[src/rtl/demux_dest_fifo.sv]
// demux_dest_fifo: routes each word to one of NUM_DEST FIFOs selected by dest_in; each FIFO is drained by its own pop.
// Optional macro DEMUX_DEST_DROPCNT_EN adds a saturating 8-bit drop_count output.
module demux_dest_fifo #(
    parameter int unsigned BITNUMBER   = 6,
    parameter int unsigned NUM_DEST    = 4,
    parameter int unsigned DEST_BITS   = 2,
    parameter int unsigned FIFO_DEPTH  = 4,
    parameter int unsigned PTR_BITS    = 2,
    parameter int unsigned ALMOST_FULL = 3
) (
    input  logic                          clk,
    input  logic                          reset,
    input  logic [BITNUMBER-1:0]          data_in,
    input  logic [DEST_BITS-1:0]          dest_in,
    input  logic                          valid_in,
    input  logic [NUM_DEST-1:0]           pop,
    output logic [NUM_DEST*BITNUMBER-1:0] data_out,
    output logic [NUM_DEST-1:0]           valid_out,
    output logic [NUM_DEST-1:0]           empty,
    output logic [NUM_DEST-1:0]           full,
    output logic [NUM_DEST-1:0]           almost_full,
    output logic                          pause
`ifdef DEMUX_DEST_DROPCNT_EN
    ,
    output logic [7:0]                    drop_count
`endif
);

    localparam int unsigned CNT_BITS = PTR_BITS + 1;
    localparam int unsigned DEST_W   = DEST_BITS + 1;

    logic                dest_ok_c;
    logic [NUM_DEST-1:0] push_c;

    assign dest_ok_c = ({1'b0, dest_in} < DEST_W'(NUM_DEST));

    for (genvar k = 0; k < NUM_DEST; k++) begin : g_dest
        logic [BITNUMBER-1:0] mem [FIFO_DEPTH];
        logic [PTR_BITS-1:0]  wr_ptr;
        logic [PTR_BITS-1:0]  rd_ptr;
        logic [CNT_BITS-1:0]  cnt;
        logic [BITNUMBER-1:0] dout;
        logic                 vout;
        logic                 pop_c;

        // A full FIFO refuses the push even when it is popped in the same cycle.
        assign push_c[k] = valid_in && dest_ok_c && (dest_in == DEST_BITS'(k))
                           && (cnt != CNT_BITS'(FIFO_DEPTH));
        assign pop_c     = pop[k] && (cnt != '0);

        // Storage needs no reset; contents are only read behind a non-zero count.
        always_ff @(posedge clk) begin
            if (push_c[k]) begin
                mem[wr_ptr] <= data_in;
            end
        end

        always_ff @(posedge clk or negedge reset) begin
            if (!reset) begin
                wr_ptr <= '0;
                rd_ptr <= '0;
                cnt    <= '0;
                dout   <= '0;
                vout   <= 1'b0;
            end else begin
                if (push_c[k]) begin
                    wr_ptr <= wr_ptr + PTR_BITS'(1);
                end
                if (pop_c) begin
                    rd_ptr <= rd_ptr + PTR_BITS'(1);
                    dout   <= mem[rd_ptr];
                    vout   <= 1'b1;
                end else begin
                    dout   <= '0;
                    vout   <= 1'b0;
                end
                if (push_c[k] && !pop_c) begin
                    cnt <= cnt + CNT_BITS'(1);
                end else if (!push_c[k] && pop_c) begin
                    cnt <= cnt - CNT_BITS'(1);
                end
            end
        end

        assign data_out[k*BITNUMBER +: BITNUMBER] = dout;
        assign valid_out[k]   = vout;
        assign empty[k]       = (cnt == '0);
        assign full[k]        = (cnt == CNT_BITS'(FIFO_DEPTH));
        assign almost_full[k] = (cnt >= CNT_BITS'(ALMOST_FULL));
    end

    assign pause = |almost_full;

`ifdef DEMUX_DEST_DROPCNT_EN
    // Any valid word that no FIFO accepted was dropped.
    logic drop_c;
    assign drop_c = valid_in && (push_c == '0);

    always_ff @(posedge clk or negedge reset) begin
        if (!reset) begin
            drop_count <= '0;
        end else if (drop_c && (drop_count != 8'hFF)) begin
            drop_count <= drop_count + 8'd1;
        end
    end
`endif

endmodule

[config.mk]
export PLATFORM = sky130hd
export DESIGN_NAME = demux_dest_fifo
export DESIGN_NICKNAME = d
export VERILOG_FILES = /design/src/rtl/demux_dest_fifo.sv
export SDC_FILE = /design/constraint.sdc
export NUM_CORES = 1
export LEC_CHECK = 0
export CORE_UTILIZATION = 35
export DETAILED_ROUTE_END_ITERATION = 10
export GPL_TIMING_DRIVEN = 0
export PLACE_DENSITY_LB_ADDON = 0.05
export SLEW_MARGIN = 40
export SYNTH_ARGS = -nofsm -noshare
export SYNTH_HDL_FRONTEND = slang
export SYNTH_SLANG_ARGS = --single-unit
export TNS_END_PERCENT = 50
[constraint.sdc]
create_clock -name clk -period 2 [get_ports clk]
set_input_delay 0.2 -clock clk [delete_from_list [all_inputs] [get_ports clk]]
set_output_delay 0.2 -clock clk [all_outputs]
set_load 0.1 [all_outputs]
==> impl_results.md <==
- Detail Route Antenna Nets: 0
- FF-to-FF path depth: 8
- Worst-path cell chain: nor3_4, nand2b_4, ha_4, inv_1, fa_1, xor2_1, nor2_1, xor2_1
- Worst-path clk slew: 60 ps
- PortBufs: 55
- Clk Latency, worst-skew pair: 420 ps
- Status: finished with violations
- Endpoint of the worst register-to-register path: g_dest[1].cnt[2]$_DFFE_PN0P_
- Mapped Cells: 331
- PnR worst setup slack: -19.0 ps
- Final hold vios: 0
- Area occupied by registers: 0.00430 mm2
- Number of max-cap violations: 0
- Per-cell via count in the routed design: 4.45
- Worst path bufs/invs: 1
- Slowest stage delay, CP: 470 ps
- Slowest stage cell on the critical path: sky130_fd_sc_hd__dfrtp_2
- Number of optimization iterations in the first detailed-route pass: 4
- Static power due to leakage: 0.00297 uW
- Share of synthesized area occupied by flip-flops and latches: 0.703
- Wire per inst: 16.7 um
- Count of endpoints failing setup in the final report: 3
- Delay-heaviest family, CP: simple AND/OR/NAND/NOR gates
- Row count: 47
- Final core area utilization: 0.453
- Largest net degree at the start of global routing: 39
- Combinational Power Share: 0.406
- Area of all placed cells without fillers: 0.00762 mm2
- Number of antenna violations at the first check in global routing: 0
- Total grt overflow: 0
- Total via count after detailed routing: 2,910
- Clock tree from TritonCTS: yes
- Transition time at the pin with the least slew margin: 778 ps
- Arrival time at the worst endpoint: 2350 ps
- Largest vdd supply drop: 0.00168 V
- Post-layout min period: 2020 ps
- Total routing resource utilization after global routing: 0.135
- Effective utilization at floorplan: 0.362
- DRT iter0 DRCs: 66
- Multi-input gate area in the final layout: 0.00184 mm2
- Top-level port count: 56
- Final weighted congestion in routability-driven placement: 0.655
- Final Max Tran Viols: 0
- Failing checks: setup timing
- Setup slack of the worst register-to-register path: -20 ps
- Sw Share: 0.409
- Power spent charging and discharging nets: 5170 uW
- Fmax: 495 MHz
- Power density normalized to cell area: 1660 mW/mm2
- Wire length of the first global-routing pass: 17,300 um
- Number of distinct library cells after synthesis: 31
- Required time worst endpoint: 2340 ps
- Number of stages on the worst setup path: 8
- Fill cell count: 1,505
- Setup crit start kind: register
- RR Startpoint: g_dest[1].cnt[0]$_DFFE_PN0P_
- Capturing element type of the critical path: register
- Count of yosys warnings during synthesis: 0
- Cell area after synthesis: 0.00610 mm2
- DIE HEIGHT: 134 um
- Number of clock sinks: 152
- Start-to-end type of the worst setup path: register to register
- Post-Route WL: 10,900 um
- Sequential Power Share: 0.348
- CTS buffer count: 17
- Share of the clock period used by the worst path: 1.01
- Post-route worst hold slack: 215 ps
- Worst hold path class: input pin to asynchronous set/reset pin
- Worst clock skew: 8.41 ps
- Post-synthesis to final-layout area growth: 24.9%
- Die span in x: 134 um
- Count of nets after finishing: 460
- Int Pwr: 7480 uW
- Placement Cell Area: 0.00690 mm2
- Library cell used as clock root buffer: sky130_fd_sc_hd__clkbuf_16
- Largest fanout of any net on the critical path: 5
- Clk pwr share: 0.246
- HPWL reported at the end of detailed placement: 7020 um
- #FFs+latches synth: 152
- H-tree levels: 4
- Buffer depth of the longest clock path: 2
- Average cell area after synthesis: 18.4 um2
- Overall power consumption: 12,700 uW
- Layout cells sized above 1: 0.408
- Relative max-transition margin: 0.480
- Vias in the first global route: 3,093
- Core footprint: 0.0168 mm2
- Remaining design rule violation count: 0
- Die area: 0.0179 mm2
- Syn_nets: 370
- Most Frequent Cell on Critical Path: sky130_fd_sc_hd__xor2_1
- Number of diodes added for antenna fixing: 0
- Setup repair after global routing missed its margin: true
## power groups by stage
| stage | Combinational, uW | Clock, uW | Sequential, uW |
|---|---|---|---|
| CTS | 5200 | 3190 | 4410 |
| floorplan | 2940 | 0 | 5700 |
| finish | 5140 | 3110 | 4400 |
| detailed placement | 5020 | 0 | 4510 |
| global placement | 5290 | 0 | 4490 |
| global route | 5470 | 3290 | 4490 |
## flip-flops by register name, indices dropped and copies added (netlist names)
register	cells
g_dest.cnt	12
g_dest.dout	24
g_dest.mem	96
g_dest.rd_ptr	8
g_dest.vout	4
g_dest.wr_ptr	8
## logic make-up (layout without fill, tap and decap cells)
kind of cell               Yosys count  after routing  synth area share
muxes                               32             32             0.104
DFF                                152            152             0.703
xor gates and xnor gates            24             24            0.0345
and+or+nand+nor                     66             66            0.0770
buffers and inverters               29            132            0.0224
AOI/OAI and AO/OA                    4              4           0.00513
adders and majority gates           24             24            0.0542
## routing by layer
layer,GRT usage,vias up,wire (um)
met5,0,-,0
met4,0.0606,0,190
met3,0.0336,16,338
met2,0.204,50,5190
met1,0.183,1474,5230
li1,-,1370,-
## metrics by stage
step	std cells	setup WS, ps	TNS (ps)
detailed placement	607	-467	-5970
global placement	606	-1550	-81500
finish	654	-19.0	-51.4
global route	654	-213	-690
CTS	650	-87.3	-241
floorplan	331	-620	-13700
## worst register-to-register path, cell delays in order, from the launching register on
cell,delay (ps)
sky130_fd_sc_hd__dfrtp_2,470
sky130_fd_sc_hd__nor3_4,260
sky130_fd_sc_hd__nand2b_4,210
sky130_fd_sc_hd__ha_4,140
sky130_fd_sc_hd__inv_1,50
sky130_fd_sc_hd__fa_1,370
sky130_fd_sc_hd__xor2_1,160
sky130_fd_sc_hd__nor2_1,130
sky130_fd_sc_hd__xor2_1,150
## area by class of cell
type                       count  share of cell area
tap                          220              0.0361
clock buffer                  24              0.0632
inverter                      16             0.00789
buffer                        13              0.0100
sequential                   152               0.564
clock inverter                 8              0.0125
multi-input combinational    150               0.241
timing repair buffer          71              0.0647
## worst max-delay path by stage
| stage | start | slack [ps] | to |
|---|---|---|---|
| 2_1_floorplan | g_dest[2].cnt[1]$_DFFE_PN0P_ | -620 | g_dest[2].cnt[1]$_DFFE_PN0P_ |
| 3_3_place_gp | reset | -1550 | g_dest[0].cnt[0]$_DFFE_PN0P_ |
| 3_5_place_dp | dest_in[1] | -470 | g_dest[0].cnt[2]$_DFFE_PN0P_ |
| 4_1_cts | g_dest[1].cnt[2]$_DFFE_PN0P_ | -90 | g_dest[1].cnt[2]$_DFFE_PN0P_ |
| 5_1_grt | g_dest[2].cnt[2]$_DFFE_PN0P_ | -210 | g_dest[2].cnt[2]$_DFFE_PN0P_ |
| 6_report | g_dest[1].cnt[0]$_DFFE_PN0P_ | -20 | g_dest[1].cnt[2]$_DFFE_PN0P_ |
## synthesized netlist by cell type (all sizes together)
cell	instances	area share
mux4	24	0.089
ha	20	0.041
nor4bb	1	0.0027
and2	40	0.042
nor4b	1	0.0039
buf	9	0.010
inv	16	0.0099
xnor2	12	0.017
or4	1	0.0012
nor2	4	0.0025
nor3	5	0.0060
nor3b	5	0.011
nand2b	4	0.0041
xor2	12	0.017
dfrtp	56	0.23
edfxtp	96	0.47
clkbuf	4	0.0025
nand2	5	0.0035
mux2	8	0.015
fa	4	0.013
a21o	4	0.0051
## layout by cell type, fill, tap and decap left out, types with 4 or more instances in the layout
cell                              instances
sky130_fd_sc_hd__nor2_1                   4
sky130_fd_sc_hd__ha_4                     4
sky130_fd_sc_hd__clkbuf_16               17
sky130_fd_sc_hd__and2_1                  31
sky130_fd_sc_hd__nor3_4                   5
sky130_fd_sc_hd__edfxtp_1                96
sky130_fd_sc_hd__mux4_2                  24
sky130_fd_sc_hd__nand2_1                  4
sky130_fd_sc_hd__xor2_1                  12
sky130_fd_sc_hd__xnor2_1                 12
sky130_fd_sc_hd__inv_2                    7
sky130_fd_sc_hd__ha_1                    16
sky130_fd_sc_hd__nor3b_4                  5
sky130_fd_sc_hd__dfrtp_1                 45
sky130_fd_sc_hd__dfrtp_2                 11
sky130_fd_sc_hd__buf_2                   44
sky130_fd_sc_hd__mux2_2                   6
sky130_fd_sc_hd__clkdlybuf4s50_1         13
sky130_fd_sc_hd__clkinv_2                 4
sky130_fd_sc_hd__and2_2                   8
sky130_fd_sc_hd__clkbuf_1                 8
sky130_fd_sc_hd__buf_4                   19
sky130_fd_sc_hd__inv_1                    9
## timing repair
action                     in CTS  in global routing
hold endpoints to repair       50                  0
hold buffers                    1                  0
pin swaps                      10                  6
setup endpoints to repair       9                  8
buffers inserted               10                  4
resized for setup               9                  2
No activity file was read; power rests on OpenSTA's default activity.
